## src/rtl/vx_fetch_warp_arbiter_pkg.sv

```systemverilog
// vx_fetch_warp_arbiter_pkg: shared fetch-request type, sizing and round-robin helper.
package vx_fetch_warp_arbiter_pkg;
   localparam int NUM_WARPS   = 4;
   localparam int NUM_THREADS = 4;
   localparam int PC_BITS     = 31;
   localparam int UUID_WIDTH  = 44;
   localparam int MAX_PENDING = 2;
   localparam int NW_WIDTH    = (NUM_WARPS > 1) ? $clog2(NUM_WARPS) : 1;
   localparam int CNT_WIDTH   = $clog2(MAX_PENDING + 1);

   typedef struct packed {
      logic [UUID_WIDTH-1:0]  uuid;
      logic [NW_WIDTH-1:0]    wid;
      logic [NUM_THREADS-1:0] tmask;
      logic [PC_BITS-1:0]     PC;
   } fetch_req_t;

   // First set bit of elig scanning upward from ptr+1 with wrap; the reverse loop lets the nearest hit win.
   function automatic logic [NW_WIDTH-1:0] rr_pick(input logic [NUM_WARPS-1:0] elig, input logic [NW_WIDTH-1:0] ptr);
      int idx;
      rr_pick = ptr;
      for (int k = NUM_WARPS; k >= 1; k--) begin
         idx = (int'(ptr) + k) % NUM_WARPS;
         if (elig[idx]) rr_pick = NW_WIDTH'(idx);
      end
   endfunction
endpackage

```

## src/rtl/vx_fetch_warp_arbiter_if.sv

```systemverilog
// vx_fetch_warp_arbiter_if: valid/ready schedule channel from the warp arbiter to the fetch stage.
interface vx_fetch_warp_arbiter_if;
   import vx_fetch_warp_arbiter_pkg::*;
   logic       valid;
   logic       ready;
   fetch_req_t data;
   modport master (output valid, data, input ready);
   modport slave  (input valid, data, output ready);
endinterface

```

## src/rtl/vx_fetch_warp_arbiter_credit_ctr.sv

```systemverilog
// vx_fetch_warp_arbiter_credit_ctr: per-warp in-flight fetch counter with full flag and underflow guard.
module vx_fetch_warp_arbiter_credit_ctr
   import vx_fetch_warp_arbiter_pkg::*;
(
   input  logic clk,
   input  logic reset,
   input  logic i_incr,
   input  logic i_decr,
   output logic o_full,
   output logic o_nonzero
);
   logic [CNT_WIDTH-1:0] r_count;

   always_ff @(posedge clk or posedge reset) begin
      if (reset) r_count <= '0;
      else if (i_incr & ~i_decr) r_count <= r_count + CNT_WIDTH'(1);
      else if (i_decr & ~i_incr & (r_count != '0)) r_count <= r_count - CNT_WIDTH'(1);
   end

   assign o_full    = r_count == CNT_WIDTH'(MAX_PENDING);
   assign o_nonzero = |r_count;

   a_no_underflow: assert property (@(posedge clk) disable iff (reset) !(i_decr && !i_incr && r_count == '0))
      else $warning("retire on warp with no outstanding fetch");
endmodule

```

## src/rtl/vx_fetch_warp_arbiter.sv

```systemverilog
// vx_fetch_warp_arbiter: round-robin warp selection into a single-entry schedule register,
// credit-limited per warp, generating sequential uuids for fetched instructions.
module vx_fetch_warp_arbiter
   import vx_fetch_warp_arbiter_pkg::*;
(
   input  logic                             clk,
   input  logic                             reset,
   input  logic [NUM_WARPS-1:0]             i_warp_valid,
   input  logic [NUM_WARPS-1:0]             i_warp_stall,
   input  logic [NUM_WARPS*PC_BITS-1:0]     i_warp_PC,
   input  logic [NUM_WARPS*NUM_THREADS-1:0] i_warp_tmask,
   output logic [NUM_WARPS-1:0]             o_warp_grant,
   vx_fetch_warp_arbiter_if.master          sched_if,
   input  logic                             i_retire_valid,
   input  logic [NW_WIDTH-1:0]              i_retire_wid,
   output logic [NUM_WARPS-1:0]             o_pending_full,
   output logic                             o_busy
);
   logic                  r_valid;
   fetch_req_t            r_req;
   logic [NW_WIDTH-1:0]   r_rr_ptr;
   logic [UUID_WIDTH-1:0] r_uuid;

   logic                  w_load_en;
   logic [NUM_WARPS-1:0]  w_eligible;
   logic [NUM_WARPS-1:0]  w_nonzero;
   logic [NW_WIDTH-1:0]   w_sel;
   logic                  w_fire;

   assign w_load_en  = ~r_valid | sched_if.ready;
   assign w_eligible = i_warp_valid & ~i_warp_stall & ~o_pending_full;
   assign w_sel      = rr_pick(w_eligible, r_rr_ptr);
   // Gated by reset so no grant leaks out while the schedule register is held clear.
   assign w_fire     = w_load_en & (|w_eligible) & ~reset;

   assign o_warp_grant = w_fire ? (NUM_WARPS'(1) << w_sel) : '0;

   always_ff @(posedge clk or posedge reset) begin
      if (reset) begin
         r_valid  <= 1'b0;
         r_req    <= '0;
         r_rr_ptr <= NW_WIDTH'(NUM_WARPS - 1);
         r_uuid   <= '0;
      end else if (w_load_en) begin
         r_valid <= w_fire;
         if (w_fire) begin
            r_req.uuid  <= r_uuid;
            r_req.wid   <= w_sel;
            r_req.tmask <= i_warp_tmask[int'(w_sel)*NUM_THREADS +: NUM_THREADS];
            r_req.PC    <= i_warp_PC[int'(w_sel)*PC_BITS +: PC_BITS];
            r_rr_ptr    <= w_sel;
            r_uuid      <= r_uuid + UUID_WIDTH'(1);
         end
      end
   end

   assign sched_if.valid = r_valid;
   assign sched_if.data  = r_req;

   for (genvar i = 0; i < NUM_WARPS; i++) begin : g_ctr
      vx_fetch_warp_arbiter_credit_ctr u_ctr (
         .clk       (clk),
         .reset     (reset),
         .i_incr    (o_warp_grant[i]),
         .i_decr    (i_retire_valid & (i_retire_wid == NW_WIDTH'(i))),
         .o_full    (o_pending_full[i]),
         .o_nonzero (w_nonzero[i])
      );
   end

   assign o_busy = r_valid | (|w_nonzero);

   a_pc_nonzero: assert property (@(posedge clk) disable iff (reset) r_valid |-> (r_req.PC != '0));
   a_grant_onehot: assert property (@(posedge clk) disable iff (reset) $onehot0(o_warp_grant));
   a_retire_wid: assert property (@(posedge clk) disable iff (reset) i_retire_valid |-> (int'(i_retire_wid) < NUM_WARPS));
endmodule

```

## src/flat_wrapper.sv

```systemverilog
// flat-port wrapper written by rule: the top's interface ports become plain ports
module vx_fetch_warp_arbiter_flat import vx_fetch_warp_arbiter_pkg::*;
  (clk, reset, i_warp_valid, i_warp_stall, i_warp_PC, i_warp_tmask, o_warp_grant, i_retire_valid, i_retire_wid, o_pending_full, o_busy, sched_if_valid, sched_if_data, sched_if_ready);
  vx_fetch_warp_arbiter_if sched_if_i ();
  input  logic clk;
  input  logic reset;
  input  logic [NUM_WARPS-1:0] i_warp_valid;
  input  logic [NUM_WARPS-1:0] i_warp_stall;
  input  logic [NUM_WARPS*PC_BITS-1:0] i_warp_PC;
  input  logic [NUM_WARPS*NUM_THREADS-1:0] i_warp_tmask;
  output logic [NUM_WARPS-1:0] o_warp_grant;
  input  logic i_retire_valid;
  input  logic [NW_WIDTH-1:0] i_retire_wid;
  output logic [NUM_WARPS-1:0] o_pending_full;
  output logic o_busy;
  output wire logic [$bits(sched_if_i.valid)-1:0] sched_if_valid;
  output wire logic [$bits(sched_if_i.data)-1:0] sched_if_data;
  input wire logic [$bits(sched_if_i.ready)-1:0] sched_if_ready;
  assign sched_if_valid = sched_if_i.valid;
  assign sched_if_data = sched_if_i.data;
  assign sched_if_i.ready = sched_if_ready;
  vx_fetch_warp_arbiter u_core (.clk(clk), .reset(reset), .i_warp_valid(i_warp_valid), .i_warp_stall(i_warp_stall), .i_warp_PC(i_warp_PC), .i_warp_tmask(i_warp_tmask), .o_warp_grant(o_warp_grant), .sched_if(sched_if_i), .i_retire_valid(i_retire_valid), .i_retire_wid(i_retire_wid), .o_pending_full(o_pending_full), .o_busy(o_busy));
endmodule
```

## config.mk

```make
export PLATFORM = sky130hd
export DESIGN_NAME = vx_fetch_warp_arbiter_flat
export DESIGN_NICKNAME = d
export VERILOG_FILES = /design/src/rtl/vx_fetch_warp_arbiter_pkg.sv /design/src/rtl/vx_fetch_warp_arbiter_if.sv /design/src/rtl/vx_fetch_warp_arbiter_credit_ctr.sv /design/src/rtl/vx_fetch_warp_arbiter.sv /design/src/flat_wrapper.sv
export SDC_FILE = /design/constraint.sdc
export NUM_CORES = 1
export LEC_CHECK = 0
export BUFFER_PORTS_ARGS = -buffer_cell sky130_fd_sc_hd__buf_4
export CAP_MARGIN = 25
export CORE_UTILIZATION = 51
export CTS_CLUSTER_SIZE = 24
export DETAILED_ROUTE_END_ITERATION = 16
export PLACE_DENSITY_LB_ADDON = 0.08
export SLEW_MARGIN = 20
export SYNTH_ARGS = -nofsm -noshare
export SYNTH_HDL_FRONTEND = slang
export SYNTH_HIERARCHICAL = 1
export SYNTH_SLANG_ARGS = --single-unit
```

## constraint.sdc

```tcl
create_clock -name clk -period 4.8 [get_ports clk]
set_clock_uncertainty 0.15 [all_clocks]
set_input_delay 0.48 -clock clk [delete_from_list [all_inputs] [get_ports clk]]
set_output_delay 0.48 -clock clk [all_outputs]
set_load 0.01 [all_outputs]
```

==> parameters.txt <==
Parameter                              Value

Clock network
  Number of buffers inserted during clock tree synthesis ... 17
  CTS tree ... built
  Worst-path clk slew ... 60 ps
  Root buffer cell ... clkbuf_16
  Clock Latency Late Sink ... ~410 ps
  H-tree depth ... 4
  Buffers from clock root to sink, at most ... 2
  Number of sinks driven by the clock tree ... between 100 and 150

Setup path
  Worst reg2reg path endpoint ... u_core/sched_if.data[32]$_DFFE_PP0P_
  Critical path required time ... 4170 ps
  Critical register-to-register path startpoint ... u_core/g_ctr[3].u_ctr/r_count[1]$_DFFE_PP0P_
  Cell chain of the critical path ... nor2b_1 > or3b_1 > o2bb2ai_1 > a211oi_2 > nand2_2 > nor2_1 > buf_4
  Crit path buffers/inverters ... 1
  Arrival time of the worst setup path ... 3050 ps
  R2r setup slk ... 1470 ps
  Kind of critical path ... reg2out
  Slowest cell on crit path ... a211oi_2
  Largest incremental delay on the critical path ... 520 ps
  Category of the worst setup path capture point ... primary output
  Crit start category ... flop
  Top fanout value on the critical path ... 10
  Number of cells on the worst reg-to-reg path ... 8
  Logic depth of the worst path, buffers included ... 7
  Cell family with most CP delay ... simple AND/OR/NAND/NOR gates

Global route
  Global-route total usage across every layer ... 0.278
  Number of antenna violations at the first check in global routing ... 0
  Grt ovf ... 0
  Via count of the first global-routing pass ... 6249
  Met1 track utilization from global routing ... 0.355
  First-pass GRT wire length ... 30.9 mm
  GR Layer Usage met2 ... 0.446
  Busiest metal layer after global routing ... met2
  Maximum number of pins on one net before global-route repair ... 81
  Met3 Resource Use GR ... 0.0761

Timing
  Share of the clock period used by the worst path after layout ... 0.766
  Slew at the pin with the worst max-slew slack ... between 1000 and 1500 ps
  Max Transition Viols Final ... 0
  Relative slew slack ... 0.324
  Setup-violating endpoint count in the final report ... 0
  Final-layout setup total negative slack ... 0 ps
  Highest achievable clock rate ... about 0.27 GHz
  Clock period minus final worst setup slack ... roughly 3700 ps
  RSZ-0062 raised after global routing ... no
  Fin. Hold Viols ... 0

Placed design
  Port buffer count ... about 240
  Gp weighted congestion ... 0.871
  Detailed-placement wirelength estimate ... roughly 14 mm

Layout
  NumNets Final ... 1102
  Share of layout cells above drive strength 1 ... 0.377
  Area added between synthesis and finish ... 36.0%
  Count of antenna diodes in the layout ... 0
  Number of filler cells placed in the layout ... 1010
  Final core area utilization ... 0.715

Hold path
  Min-Delay Path Depth ... 3
  Launch point of the worst hold path ... i_warp_PC[48]
  End of the worst hold path ... u_core/sched_if.data[17]$_DFFE_PP0P_
  Tightest Hold Check Type ... in2reg

Route
  Number of nets with antenna violations after routing ... 0
  Number of vias in the routed layout ... 6108
  DR vias/cell ... 5.38
  Detailed-route wire length per cell ... 16.8 um
  Detailed Route Iter0 Violations ... between 300 and 400
  Routed Wire Length ... 19.1 mm
  Number of remaining DRC errors ... 0
  Number of detailed-route iterations in the first pass ... 6

Yosys
  Number of nets in the synthesized netlist ... 865
  Sequential area share after synthesis ... 0.485
  Compound-cell area share of the yosys netlist ... 0.118
  Number of distinct library cells after synthesis ... 54
  Seq cells post-synth ... about 140
  Main combinational cell family by area after synthesis ... simple AND/OR/NAND/NOR gates
  Leading register cell type out of synthesis ... dfrtp_1
  Adder-cell share of the synthesized area ... 0.00178
  Average cell area after synthesis ... 9.89 sq um
  Number of enable flip-flop cells after synthesis ... 0
  Number of instances in the synthesized netlist ... 710
  Cell area after technology mapping ... 7020 sq um
  Async set-or-reset flop fraction in the synthesized netlist ... 1.00
  Fraction of synthesized cell area in xor and xnor cells ... 0.0537
  Fraction of the mapped netlist area in simple logic gates ... 0.228
  Multiplexer share of the synthesized area ... 0.0783
  Yosys Warn Count ... 6

Floorplanning
  Overall die height ... 119 um
  Die width ... 119 um
  Boundary pin count ... 245
  Area of the core ... 13300 sq um
  Starting Density ... 0.526
  Area of the die ... 14200 sq um
  Number of rows in the core area ... 42

Power and ir drop
  PwrDens ... 476 nW/um^2
  Cell leakage power ... 4.77 nW
  Worst ir drop on vdd ... 0.000315 V

Job
  # Max-Cap Violations ... 0

Outcome
  Run status ... complete, no violations
-- placed cells by master (no fill, tap or decap), types with 8 or more instances in the layout --
cell type,count
buf_4,252
xor2_1,20
nor2_1,28
o22ai_2,25
a21oi_1,8
nand3_1,24
nor2b_4,8
a31oi_1,34
nor3_1,12
inv_1,14
nand2_1,212
clkbuf_16,17
dfrtp_1,134
xnor2_1,23
mux2_4,31
o22ai_1,9
-- worst max path at each step --
stage	to	startpoint	slack (ps)
floorplan	u_core/r_uuid[0]$_DFFE_PP0P_	reset	740
global placement	u_core/sched_if.data[33]$_DFFE_PP0P_	i_warp_stall[3]	1640
detailed placement	u_core/sched_if.data[32]$_DFFE_PP0P_	i_warp_stall[3]	1520
CTS	o_warp_grant[0]	u_core/g_ctr[2].u_ctr/r_count[1]$_DFFE_PP0P_	1100
global route	o_warp_grant[2]	u_core/g_ctr[2].u_ctr/r_count[1]$_DFFE_PP0P_	960
finish	o_warp_grant[2]	u_core/g_ctr[2].u_ctr/r_count[1]$_DFFE_PP0P_	1120
-- cells in the mapped netlist, types with 2 or more instances --
master	n	area share
a211oi_1	5	0.0053
a21o_1	2	0.0021
a21oi_1	8	0.0057
a31oi_1	34	0.030
and3_1	7	0.0062
and4_1	3	0.0037
buf_2	16	0.011
buf_4	3	0.0032
buf_6	3	0.0048
clkbuf_1	12	0.0064
dfrtp_1	134	0.48
dfstp_2	2	0.0075
inv_1	15	0.0080
mux2_1	3	0.0048
mux2_4	31	0.066
mux2i_1	5	0.0071
nand2_1	214	0.11
nand2b_1	5	0.0045
nand3_1	24	0.017
nand4_1	6	0.0053
nor2_1	29	0.016
nor2b_1	5	0.0045
nor2b_4	8	0.016
nor3_1	12	0.0086
nor3b_1	3	0.0032
nor4bb_1	2	0.0029
o21a_1	2	0.0021
o21ai_0	7	0.0050
o22ai_1	9	0.0080
o22ai_2	25	0.045
or2_0	4	0.0036
or2_1	5	0.0045
or3b_1	5	0.0062
xnor2_1	23	0.029
xor2_1	20	0.025
-- logic make-up after synthesis --
group                      Yosys count
and+or+nand+nor                    340
DFF                                136
muxes                               39
xor gates and xnor gates            43
adders and majority gates            1
AOI/OAI and AO/OA                  101
buffers and inverters               50
-- stage by stage --
step                hold slack, ps  power [mW]  worst slack (ps)  instance area (sq um)  instances
CTS                            161        4.57              1100                   9540       1136
finish                         179        4.54              1120                   9540       1136
detailed placement             262        3.30              1520                   8950       1103
global placement               256        3.24              1640                   8950       1103
floorplan                     71.2        2.68               741                   7020        710
global route                   166        4.77               956                   9540       1136
-- state kept, by name, indices dropped and copies added (netlist names) --
register,cells
u_core/sched_if.data,81
u_core/g_ctr.u_ctr/r_count,8
u_core/r_uuid,44
u_core/sched_if.valid,1
u_core/r_rr_ptr,2
-- worst register-to-register path, cell delays in order, from the launching register on --
cell      delay, ps
dfrtp_1         430
nor2b_1         200
or3b_1          440
or3b_1          450
o211ai_4        120
buf_4           730
mux2_1          480
o22ai_1         120
a31oi_1          60
-- cell type report --
class | count | area, sq um | share of cell area
inverter | 15 | 58.8 | 0.00616
timing repair buffer | 253 | 1900 | 0.199
tap | 176 | 220 | 0.0231
sequential | 136 | 3410 | 0.357
multi-input combinational | 524 | 3380 | 0.354
clock inverter | 14 | 150 | 0.0157
clock buffer | 18 | 429 | 0.0450
-- power by group --
group / internal, mW / total, mW / switching (mW) / leakage [nW]
clock: 0.767 / 1.26 / 0.495 / 0.277
sequential: 1.39 / 1.59 / 0.206 / 1.73
combinational: 0.857 / 1.69 / 0.830 / 2.77
total: 3.01 / 4.54 / 1.53 / 4.77
-- per-layer routing --
layer,wire length [um],vias up
met5,0,-
met4,644,0
met3,1190,53
met2,9200,230
met1,8050,2923
li1,-,2902
-- repair_timing --
| action | in CTS | in global routing |
|---|---|---|
| hold endpoints to repair | 8 | 0 |
| setup buffers | 0 | 0 |
| gates resized for setup | 0 | 0 |
| hold buffers | 1 | 0 |
(Power assumes the default switching activity.)
